**config.mk**
```make
export PLATFORM = sky130hd
export DESIGN_NAME = ide_host_master
export DESIGN_NICKNAME = d
export VERILOG_FILES = /design/src/rtl/ide_host_master.sv
export SDC_FILE = /design/constraint.sdc
export NUM_CORES = 1
export LEC_CHECK = 0
export CAP_MARGIN = 30
export CORE_ASPECT_RATIO = 1.1
export CORE_MARGIN = 2
export CORE_UTILIZATION = 40
export DETAILED_ROUTE_END_ITERATION = 6
export PLACE_DENSITY = 0.83
export SLEW_MARGIN = 20
export SYNTH_ARGS = -nofsm -noshare
export SYNTH_HDL_FRONTEND = slang
export SYNTH_SLANG_ARGS = --single-unit
export TNS_END_PERCENT = 5
```
**constraint.sdc**
```tcl
create_clock -name clk -period 2.3 [get_ports clk]
set_input_delay 0.46 -clock clk [delete_from_list [all_inputs] [get_ports clk]]
set_output_delay 0.46 -clock clk [all_outputs]
set_load 0.005 [all_outputs]
```
**src/rtl/ide_host_master.sv**
```systemverilog
// PIO register-access master for an ATA/IDE device: sequences chip select, strobe,
// IORDY wait and recovery for one 8/16-bit register read or write per request.
module ide_host_master #(
  parameter int T_SETUP   = 2,
  parameter int T_ACTIVE  = 4,
  parameter int T_RECOVER = 3,
  parameter int T_TIMEOUT = 16
) (
  input  logic        clk,
  input  logic        reset_,
  input  logic        req,
  input  logic        wr,
  input  logic        cs3,
  input  logic [2:0]  addr,
  input  logic [15:0] wdata,
  output logic        busy,
  output logic        done,
  output logic [15:0] rdata,
  output logic        timeout,
  output logic        intrq_s,
  output logic [2:0]  da,
  output logic        cs1fx_,
  output logic        cs3fx_,
  output logic        dior_,
  output logic        diow_,
  output logic        dmack_,
  output logic [15:0] dd_out,
  output logic        dd_oe,
  input  logic [15:0] dd_in,
  input  logic        iordy,
  input  logic        intrq
);

  localparam int T_MAX_SA = (T_SETUP > T_ACTIVE) ? T_SETUP : T_ACTIVE;
  localparam int T_MAX_RT = (T_RECOVER > T_TIMEOUT) ? T_RECOVER : T_TIMEOUT;
  localparam int T_MAX    = (T_MAX_SA > T_MAX_RT) ? T_MAX_SA : T_MAX_RT;
  localparam int CW       = $clog2(T_MAX + 1);

  localparam logic [CW-1:0] LOAD_SETUP   = CW'(T_SETUP - 1);
  localparam logic [CW-1:0] LOAD_ACTIVE  = CW'(T_ACTIVE - 1);
  localparam logic [CW-1:0] LOAD_RECOVER = CW'(T_RECOVER - 1);
  localparam logic [CW-1:0] LOAD_TIMEOUT = CW'(T_TIMEOUT - 1);

  typedef enum logic [2:0] {
    IDLE,
    SETUP,
    ACTIVE,
    WAIT_RDY,
    HOLD,
    RECOVER
  } state_t;

  state_t        state_reg, state_next;
  logic [CW-1:0] cnt_reg, cnt_next;
  logic          wr_reg, wr_next;
  logic          cs3_reg, cs3_next;
  logic [2:0]    da_reg, da_next;
  logic          cs1_n_reg, cs1_n_next;
  logic          cs3_n_reg, cs3_n_next;
  logic          dior_n_reg, dior_n_next;
  logic          diow_n_reg, diow_n_next;
  logic [15:0]   dd_out_reg, dd_out_next;
  logic          dd_oe_reg, dd_oe_next;
  logic          busy_reg, busy_next;
  logic          done_reg, done_next;
  logic          timeout_reg, timeout_next;
  logic [15:0]   rdata_reg, rdata_next;
  logic          iordy_meta_reg, iordy_s_reg;
  logic          intrq_meta_reg, intrq_s_reg;
  logic          go_hold;
  logic          cnt_zero;

  assign cnt_zero = (cnt_reg == '0);

  always_ff @(posedge clk or negedge reset_) begin
    if (!reset_) begin
      iordy_meta_reg <= 1'b0;
      iordy_s_reg    <= 1'b0;
      intrq_meta_reg <= 1'b0;
      intrq_s_reg    <= 1'b0;
    end else begin
      iordy_meta_reg <= iordy;
      iordy_s_reg    <= iordy_meta_reg;
      intrq_meta_reg <= intrq;
      intrq_s_reg    <= intrq_meta_reg;
    end
  end

  always_ff @(posedge clk or negedge reset_) begin
    if (!reset_) begin
      state_reg   <= IDLE;
      cnt_reg     <= '0;
      wr_reg      <= 1'b0;
      cs3_reg     <= 1'b0;
      da_reg      <= 3'd0;
      cs1_n_reg   <= 1'b1;
      cs3_n_reg   <= 1'b1;
      dior_n_reg  <= 1'b1;
      diow_n_reg  <= 1'b1;
      dd_out_reg  <= 16'h0000;
      dd_oe_reg   <= 1'b0;
      busy_reg    <= 1'b0;
      done_reg    <= 1'b0;
      timeout_reg <= 1'b0;
      rdata_reg   <= 16'h0000;
    end else begin
      state_reg   <= state_next;
      cnt_reg     <= cnt_next;
      wr_reg      <= wr_next;
      cs3_reg     <= cs3_next;
      da_reg      <= da_next;
      cs1_n_reg   <= cs1_n_next;
      cs3_n_reg   <= cs3_n_next;
      dior_n_reg  <= dior_n_next;
      diow_n_reg  <= diow_n_next;
      dd_out_reg  <= dd_out_next;
      dd_oe_reg   <= dd_oe_next;
      busy_reg    <= busy_next;
      done_reg    <= done_next;
      timeout_reg <= timeout_next;
      rdata_reg   <= rdata_next;
    end
  end

  always_comb begin
    state_next   = state_reg;
    cnt_next     = cnt_reg;
    wr_next      = wr_reg;
    cs3_next     = cs3_reg;
    da_next      = da_reg;
    cs1_n_next   = cs1_n_reg;
    cs3_n_next   = cs3_n_reg;
    dior_n_next  = dior_n_reg;
    diow_n_next  = diow_n_reg;
    dd_out_next  = dd_out_reg;
    dd_oe_next   = dd_oe_reg;
    busy_next    = busy_reg;
    done_next    = 1'b0;
    timeout_next = timeout_reg;
    rdata_next   = rdata_reg;
    go_hold      = 1'b0;

    case (state_reg)
      IDLE: begin
        if (req) begin
          wr_next      = wr;
          cs3_next     = cs3;
          da_next      = addr;
          cs1_n_next   = cs3;
          cs3_n_next   = ~cs3;
          if (wr) begin
            dd_out_next = wdata;
            dd_oe_next  = 1'b1;
          end
          busy_next    = 1'b1;
          timeout_next = 1'b0;
          cnt_next     = LOAD_SETUP;
          state_next   = SETUP;
        end
      end
      SETUP: begin
        if (cnt_zero) begin
          // Exactly one strobe goes low, chosen by the latched direction.
          dior_n_next = wr_reg;
          diow_n_next = ~wr_reg;
          cnt_next    = LOAD_ACTIVE;
          state_next  = ACTIVE;
        end else begin
          cnt_next = cnt_reg - CW'(1);
        end
      end
      ACTIVE: begin
        if (cnt_zero) begin
          if (iordy_s_reg) begin
            go_hold = 1'b1;
          end else begin
            cnt_next   = LOAD_TIMEOUT;
            state_next = WAIT_RDY;
          end
        end else begin
          cnt_next = cnt_reg - CW'(1);
        end
      end
      WAIT_RDY: begin
        if (iordy_s_reg) begin
          go_hold = 1'b1;
        end else if (cnt_zero) begin
          timeout_next = 1'b1;
          go_hold      = 1'b1;
        end else begin
          cnt_next = cnt_reg - CW'(1);
        end
      end
      HOLD: begin
        cs1_n_next = 1'b1;
        cs3_n_next = 1'b1;
        dd_oe_next = 1'b0;
        cnt_next   = LOAD_RECOVER;
        state_next = RECOVER;
      end
      RECOVER: begin
        if (cnt_zero) begin
          done_next  = 1'b1;
          busy_next  = 1'b0;
          state_next = IDLE;
        end else begin
          cnt_next = cnt_reg - CW'(1);
        end
      end
      default: begin
        state_next = IDLE;
      end
    endcase

    // Strobe release and read capture share one edge so the device data is still valid.
    if (go_hold) begin
      dior_n_next = 1'b1;
      diow_n_next = 1'b1;
      state_next  = HOLD;
      if (!wr_reg) begin
        rdata_next = (!cs3_reg && da_reg == 3'd0) ? dd_in : {8'h00, dd_in[7:0]};
      end
    end
  end

  assign busy    = busy_reg;
  assign done    = done_reg;
  assign rdata   = rdata_reg;
  assign timeout = timeout_reg;
  assign intrq_s = intrq_s_reg;
  assign da      = da_reg;
  assign cs1fx_  = cs1_n_reg;
  assign cs3fx_  = cs3_n_reg;
  assign dior_   = dior_n_reg;
  assign diow_   = diow_n_reg;
  assign dmack_  = 1'b1;
  assign dd_out  = dd_out_reg;
  assign dd_oe   = dd_oe_reg;

endmodule

```
==> run_results.csv, run 1 <==
group,metric,value,unit
status,status,"finished clean",
synth,yosysSeqAreaShare,57.8,%
layout,final_area,3630,µm²
worst_setup_path,r2r_slack,0.23,ns
power_and_ir_drop,clkPwrFrac,21.4,%
power_and_ir_drop,peakVddDrop,0.000835,V
clock_network,clkLatencyLatePin,0.33,ns
detailed_routing,detail-route-antenna-nets,0,
clock_network,cts.sinks,57,
clock_network,cts_htree_levels,3,
layout,fillers,521,
worst_setup_path,crit_arrival,2.32,ns
layout,multi_input_area,961,µm²
clock_network,root_buffer,"clkbuf_8",
clock_network,cts.clk_slew.worst_paths,0.07,ns
sta,rsz0062_at_grt,"false",
die,die_w,79,µm
die,die_y,86.5,µm
sta,clock_skew,0.0118,ns
worst_setup_path,cp_top_family,"simple AND/OR/NAND/NOR gates",
layout,final_nets,339,
synth,ys_ff_latch,57,
layout,drive_above_1_share,19.3,%
sta,fin_crit,2.07,ns
die,std_cell_rows,30,
worst_setup_path,max_stage_delay,0.61,ns
sta,final_max_slew_viol_count,0,
clock_network,cts-resized-gates,0,
die,ioPinCount,87,
worst_setup_path,path_buf_inv,1,
sta,tightest_slew,0.660,ns
synth,synth_area_per_cell,12.1,µm²
sta,hold_viol_final,0,
global_routing,grt_first_pass_wirelength,8.80,mm
layout,layout_common_cells,"clkdlybuf4s50_1, dfrtp_1, mux2_2, nand2_1, o21ai_0",
synth,synthCells,205,
layout,diodes,0,
worst_setup_path,startpoint_type,"flip-flop",
power_and_ir_drop,p_switching,1510,µW
worst_hold_path,min_path_type,"input pin to asynchronous set/reset pin",
placement,hpwlAfterDp,3.86,mm
clock_network,postCtsSetupBuffers,0,
synth,synth_cell_type_count,46,
sta,finalCritPeriodShare,90.2,%
global_routing,track_usage,16.6,%
detailed_routing,drt_first_pass_iters,4,
power_and_ir_drop,leakage,0.00153,µW
global_routing,grt_pass1_vias,1936,
power_and_ir_drop,seq_power_share,37.0,%
layout,final_common_cell,"clkdlybuf4s50_1",
sta,tns,0,ns
layout,area_growth,46.8,%
global_routing,grt_max_degree,42,
worst_setup_path,path_max_fanout,7,
worst_setup_path,cp_cell_sequence,"inv_1 > ha_1 > or4b_1 > or4_4 > o211ai_1",
synth,ys.flop_type,"dfrtp_1",
worst_setup_path,slowest_stage,"or4b_1",
clock_network,cts.path.max_buffers,2,
global_routing,antenna_found_initial,0,
placement,io_buffers,85,
worst_setup_path,r2r-start,"cnt_reg[0]$_DFFE_PN0P_",
die,initial_utilization,40.7,%
detailed_routing,routedWlPerCell,13.8,µm
power_and_ir_drop,power_frac_comb,41.6,%
synth,synth_edf_count,0,
detailed_routing,wirelength,5.27,mm
detailed_routing,drt_iter0_drc,68,
die,core,6080,µm²
power_and_ir_drop,power.density,1340,nW/µm²
clock_network,cts_tree,"done",
sta,timing.fmax,482,MHz
worst_setup_path,crit_type,"flip-flop to flip-flop",
layout,ff_latch_area,1430,µm²
die,die_area,6830,µm²
placement,routabilityCongestion,0.832,
worst_setup_path,required,2.55,ns
detailed_routing,vias_per_cell,5.02,
clock_network,numCtsBuffers,9,
job,drv_cap,0,
worst_setup_path,worstReg2RegEnd,"dior_$_DFFE_PN1P_",
sta,slew-limit-headroom,56.0,%
placement,placed_area,3410,µm²
detailed_routing,vias,1913,
power_and_ir_drop,swShare,30.8,%
sta,setup_violations,0,
worst_setup_path,worstRegToRegCells,5,
synth,yosysWarnings,0,
power_and_ir_drop,p_int,3370,µW
synth,syn_nets,248,
synth,synthArstFlopShare,100,%
detailed_routing,drc_errors,0,
worst_setup_path,cp-end-kind,"flip-flop",
clock_network,hold_buffers,0,
synth,netlist_area,2470,µm²
global_routing,grt-ovfl-total,0,
## power groups by stage
stage          registers (µW)  logic [µW]  clock network (µW)
3_3_place_gp             1810        2000                   0
5_1_grt                  1870        2240                1130
6_report                 1810        2030                1050
2_1_floorplan            1760        1060                   0
4_1_cts                  1810        2050                1070
3_5_place_dp             1820        2040                   0
## metrics by stage
stage | total power (µW) | std cells | hold WS (ns) | utilization (%) | setup WS, ns
floorplan | 2820 | 205 | 0.164 | - | 0.392
global placement | 3800 | 365 | 0.334 | 56.0 | 0.222
detailed placement | 3860 | 365 | 0.338 | 56.0 | 0.194
CTS | 4920 | 381 | 0.0384 | 59.8 | 0.239
global route | 5240 | 381 | 0.0564 | 59.8 | 0.155
finish | 4880 | 381 | 0.0459 | 59.8 | 0.226
## cell usage after synthesis, types with 4 or more instances
library cell	n	area, µm²
dfstp_2	4	105
o21ai_0	16	80.1
nor2_1	7	26.3
dfrtp_1	53	1330
a21oi_1	8	40.0
mux2_2	24	270
mux2_1	4	45.0
nand2b_1	5	31.3
nand2_1	22	82.6
inv_1	7	26.3
## area by class of cell
| type | count | area share, % |
|---|---|---|
| multi-input cells | 132 | 26.4 |
| flip-flops and latches | 57 | 39.4 |
| clock inverters | 6 | 2.44 |
| inverters | 7 | 0.723 |
| repair buffers | 89 | 24.4 |
| clock buffers | 10 | 3.79 |
| well taps | 80 | 2.75 |
## routing by layer
metal	vias up	wire length, µm	GRT usage, %
met5	-	0	0
met4	0	114	8.46
met3	12	403	6.46
met2	66	2520	26.0
met1	921	2230	20.1
li1	914	-	-
## logic make-up after synthesis
kind of cell	after synthesis	synth area share, %
fa+ha+maj	1	0.505
other cells	1	0.152
simple gates	53	11.7
flops	57	57.8
buf+inv	16	3.34
mux	29	13.1
compound gates	48	13.3
## worst max-delay path by stage
stage	startpoint	endpoint	slack (ns)	cells past startpoint
3_3_place_gp	req	dd_out[3]$_DFFE_PN0P_	0.22	5
2_1_floorplan	cnt_reg[0]$_DFFE_PN0P_	rdata[0]$_DFFE_PN0P_	0.39	6
3_5_place_dp	req	dd_out[0]$_DFFE_PN0P_	0.19	5
6_report	cnt_reg[0]$_DFFE_PN0P_	dior_$_DFFE_PN1P_	0.23	5
5_1_grt	cnt_reg[0]$_DFFE_PN0P_	dior_$_DFFE_PN1P_	0.15	5
4_1_cts	cnt_reg[0]$_DFFE_PN0P_	diow_$_DFFE_PN1P_	0.24	6
Note: power is estimated with default switching activity, not from simulation.
==> run 2: changes to the inputs <==
Settings changed: ABC_CLOCK_PERIOD_IN_PS from default to 2300, CAP_MARGIN 30 to default, PLACE_DENSITY 0.83 to 0.72.
==> run_results.csv, run 2 (synthesized netlist as in run 1, its figures left out) <==
group,metric,value,unit
die,die_area,6830,µm²
power_and_ir_drop,leakage,0.00154,µW
die,die_y,86.5,µm
worst_setup_path,worstReg2RegEnd,"dior_$_DFFE_PN1P_",
detailed_routing,drt_first_pass_iters,4,
clock_network,numCtsBuffers,9,
worst_setup_path,startpoint_type,"flip-flop",
layout,diodes,0,
die,initial_utilization,40.7,%
global_routing,track_usage,17.2,%
detailed_routing,drt_iter0_drc,87,
worst_hold_path,min_path_type,"input pin to asynchronous set/reset pin",
power_and_ir_drop,peakVddDrop,0.000572,V
sta,clock_skew,0.00632,ns
clock_network,cts_htree_levels,3,
sta,timing.fmax,489,MHz
detailed_routing,vias,1876,
sta,tns,0,ns
clock_network,clkLatencyLatePin,0.32,ns
detailed_routing,detail-route-antenna-nets,0,
worst_setup_path,crit_type,"flip-flop to flip-flop",
sta,fin_crit,2.04,ns
layout,drive_above_1_share,19.5,%
sta,slew-limit-headroom,56.1,%
layout,final_nets,341,
global_routing,grt_pass1_vias,1938,
clock_network,hold_buffers,0,
clock_network,cts.clk_slew.worst_paths,0.07,ns
detailed_routing,vias_per_cell,4.90,
layout,fillers,519,
placement,io_buffers,85,
sta,hold_viol_final,0,
worst_setup_path,cp-end-kind,"flip-flop",
sta,tightest_slew,0.658,ns
detailed_routing,routedWlPerCell,14.3,µm
die,core,6080,µm²
clock_network,postCtsSetupBuffers,0,
status,status,"finished clean",
detailed_routing,wirelength,5.49,mm
sta,final_max_slew_viol_count,0,
clock_network,root_buffer,"clkbuf_8",
layout,layout_common_cells,"clkdlybuf4s50_1, dfrtp_1, mux2_2, nand2_1, o21ai_0",
worst_setup_path,path_max_fanout,7,
sta,timing.hold.ws,0.0968,ns
worst_setup_path,crit_arrival,2.29,ns
placement,pre_cts_ws,0.171,ns
die,die_w,79,µm
layout,area_growth,47.2,%
die,ioPinCount,87,
layout,final_common_cell,"clkdlybuf4s50_1",
placement,hpwlAfterDp,3.96,mm
clock_network,cts.sinks,57,
clock_network,cts.path.max_buffers,2,
sta,finalCritPeriodShare,88.9,%
sta,rsz0062_at_grt,"false",
clock_network,cts_tree,"done",
clock_network,cts-resized-gates,0,
job,drv_cap,0,
worst_setup_path,required,2.55,ns
global_routing,grt_first_pass_wirelength,9.15,mm
global_routing,antenna_found_initial,0,
power_and_ir_drop,power.density,1340,nW/µm²
placement,routabilityCongestion,0.814,
sta,setup_violations,0,
worst_setup_path,r2r-start,"cnt_reg[0]$_DFFE_PN0P_",
global_routing,grt_max_degree,38,
sta,worst_slack,0.256,ns
worst_setup_path,r2r_slack,0.26,ns
die,std_cell_rows,30,
detailed_routing,drc_errors,0,
global_routing,grt-ovfl-total,0,
layout,post-route-util,59.9,%
worst_setup_path,worstRegToRegCells,6,
power_and_ir_drop,design_power_total,4890,µW
## run 2: cell types whose count changed in the layout (fill, tap and decap cells not counted), sizes merged
| cell | change |
|---|---|
| inv | -1 |
| clkinv | +2 |
| buf | +2 |
| clkbuf | +1 |
| clkinvlp | -2 |
## run 2: area by class of cell
type	count	area (µm²)	share of cell area, %
Clock inverter	5	78.8	2.16
Tap cell	80	100	2.75
Timing Repair Buffer	91	903	24.8
Inverter	7	26.3	0.721
Clock buffer	11	141	3.88
Sequential cell	57	1430	39.3
Multi-Input combinational cell	132	961	26.4
## run 2: critical path: stages (launching register included)
cell	delay, ns
dfrtp_1	0.41
inv_1	0.07
ha_1	0.22
or4b_1	0.61
or4_4	0.49
nand2_1	0.09
o211ai_1	0.08
## run 2: how the worst max path moves through the flow
| stage | slack, ns | depth (start not counted) | startpoint | endpoint |
|---|---|---|---|---|
| final | 0.26 | 6 | cnt_reg[0]$_DFFE_PN0P_ | dior_$_DFFE_PN1P_ |
| after global routing | 0.15 | 6 | cnt_reg[0]$_DFFE_PN0P_ | dior_$_DFFE_PN1P_ |
| after CTS | 0.26 | 6 | cnt_reg[0]$_DFFE_PN0P_ | dior_$_DFFE_PN1P_ |
| after detailed placement | 0.17 | 5 | req | dd_out[4]$_DFFE_PN0P_ |
| after global placement | 0.21 | 5 | req | dd_out[0]$_DFFE_PN0P_ |
| after floorplan | 0.39 | 6 | cnt_reg[0]$_DFFE_PN0P_ | rdata[0]$_DFFE_PN0P_ |
## run 2: stage by stage
| step | area, µm² | std cells |
|---|---|---|
| 2_1_floorplan | 2470 | 205 |
| 3_3_place_gp | 3420 | 367 |
| 3_5_place_dp | 3420 | 367 |
| 4_1_cts | 3640 | 383 |
| 5_1_grt | 3640 | 383 |
| 6_report | 3640 | 383 |
## run 2: routing by layer
| layer | routed length, µm | GRT usage (%) | share of wire (%) |
|---|---|---|---|
| met5 | 0 | 0 | 0 |
| met1 | 2370 | 22.2 | 43 |
| met3 | 253 | 3.54 | 4.6 |
| met4 | 88 | 8.62 | 1.6 |
| met2 | 2780 | 27.7 | 51 |
## run 2: power breakdown
| group | total (µW) | switching [µW] | internal [µW] |
|---|---|---|---|
| combinational | 2070 | 797 | 1280 |
| clock | 1030 | 397 | 638 |
| sequential | 1780 | 307 | 1480 |
| total | 4890 | 1500 | 3390 |
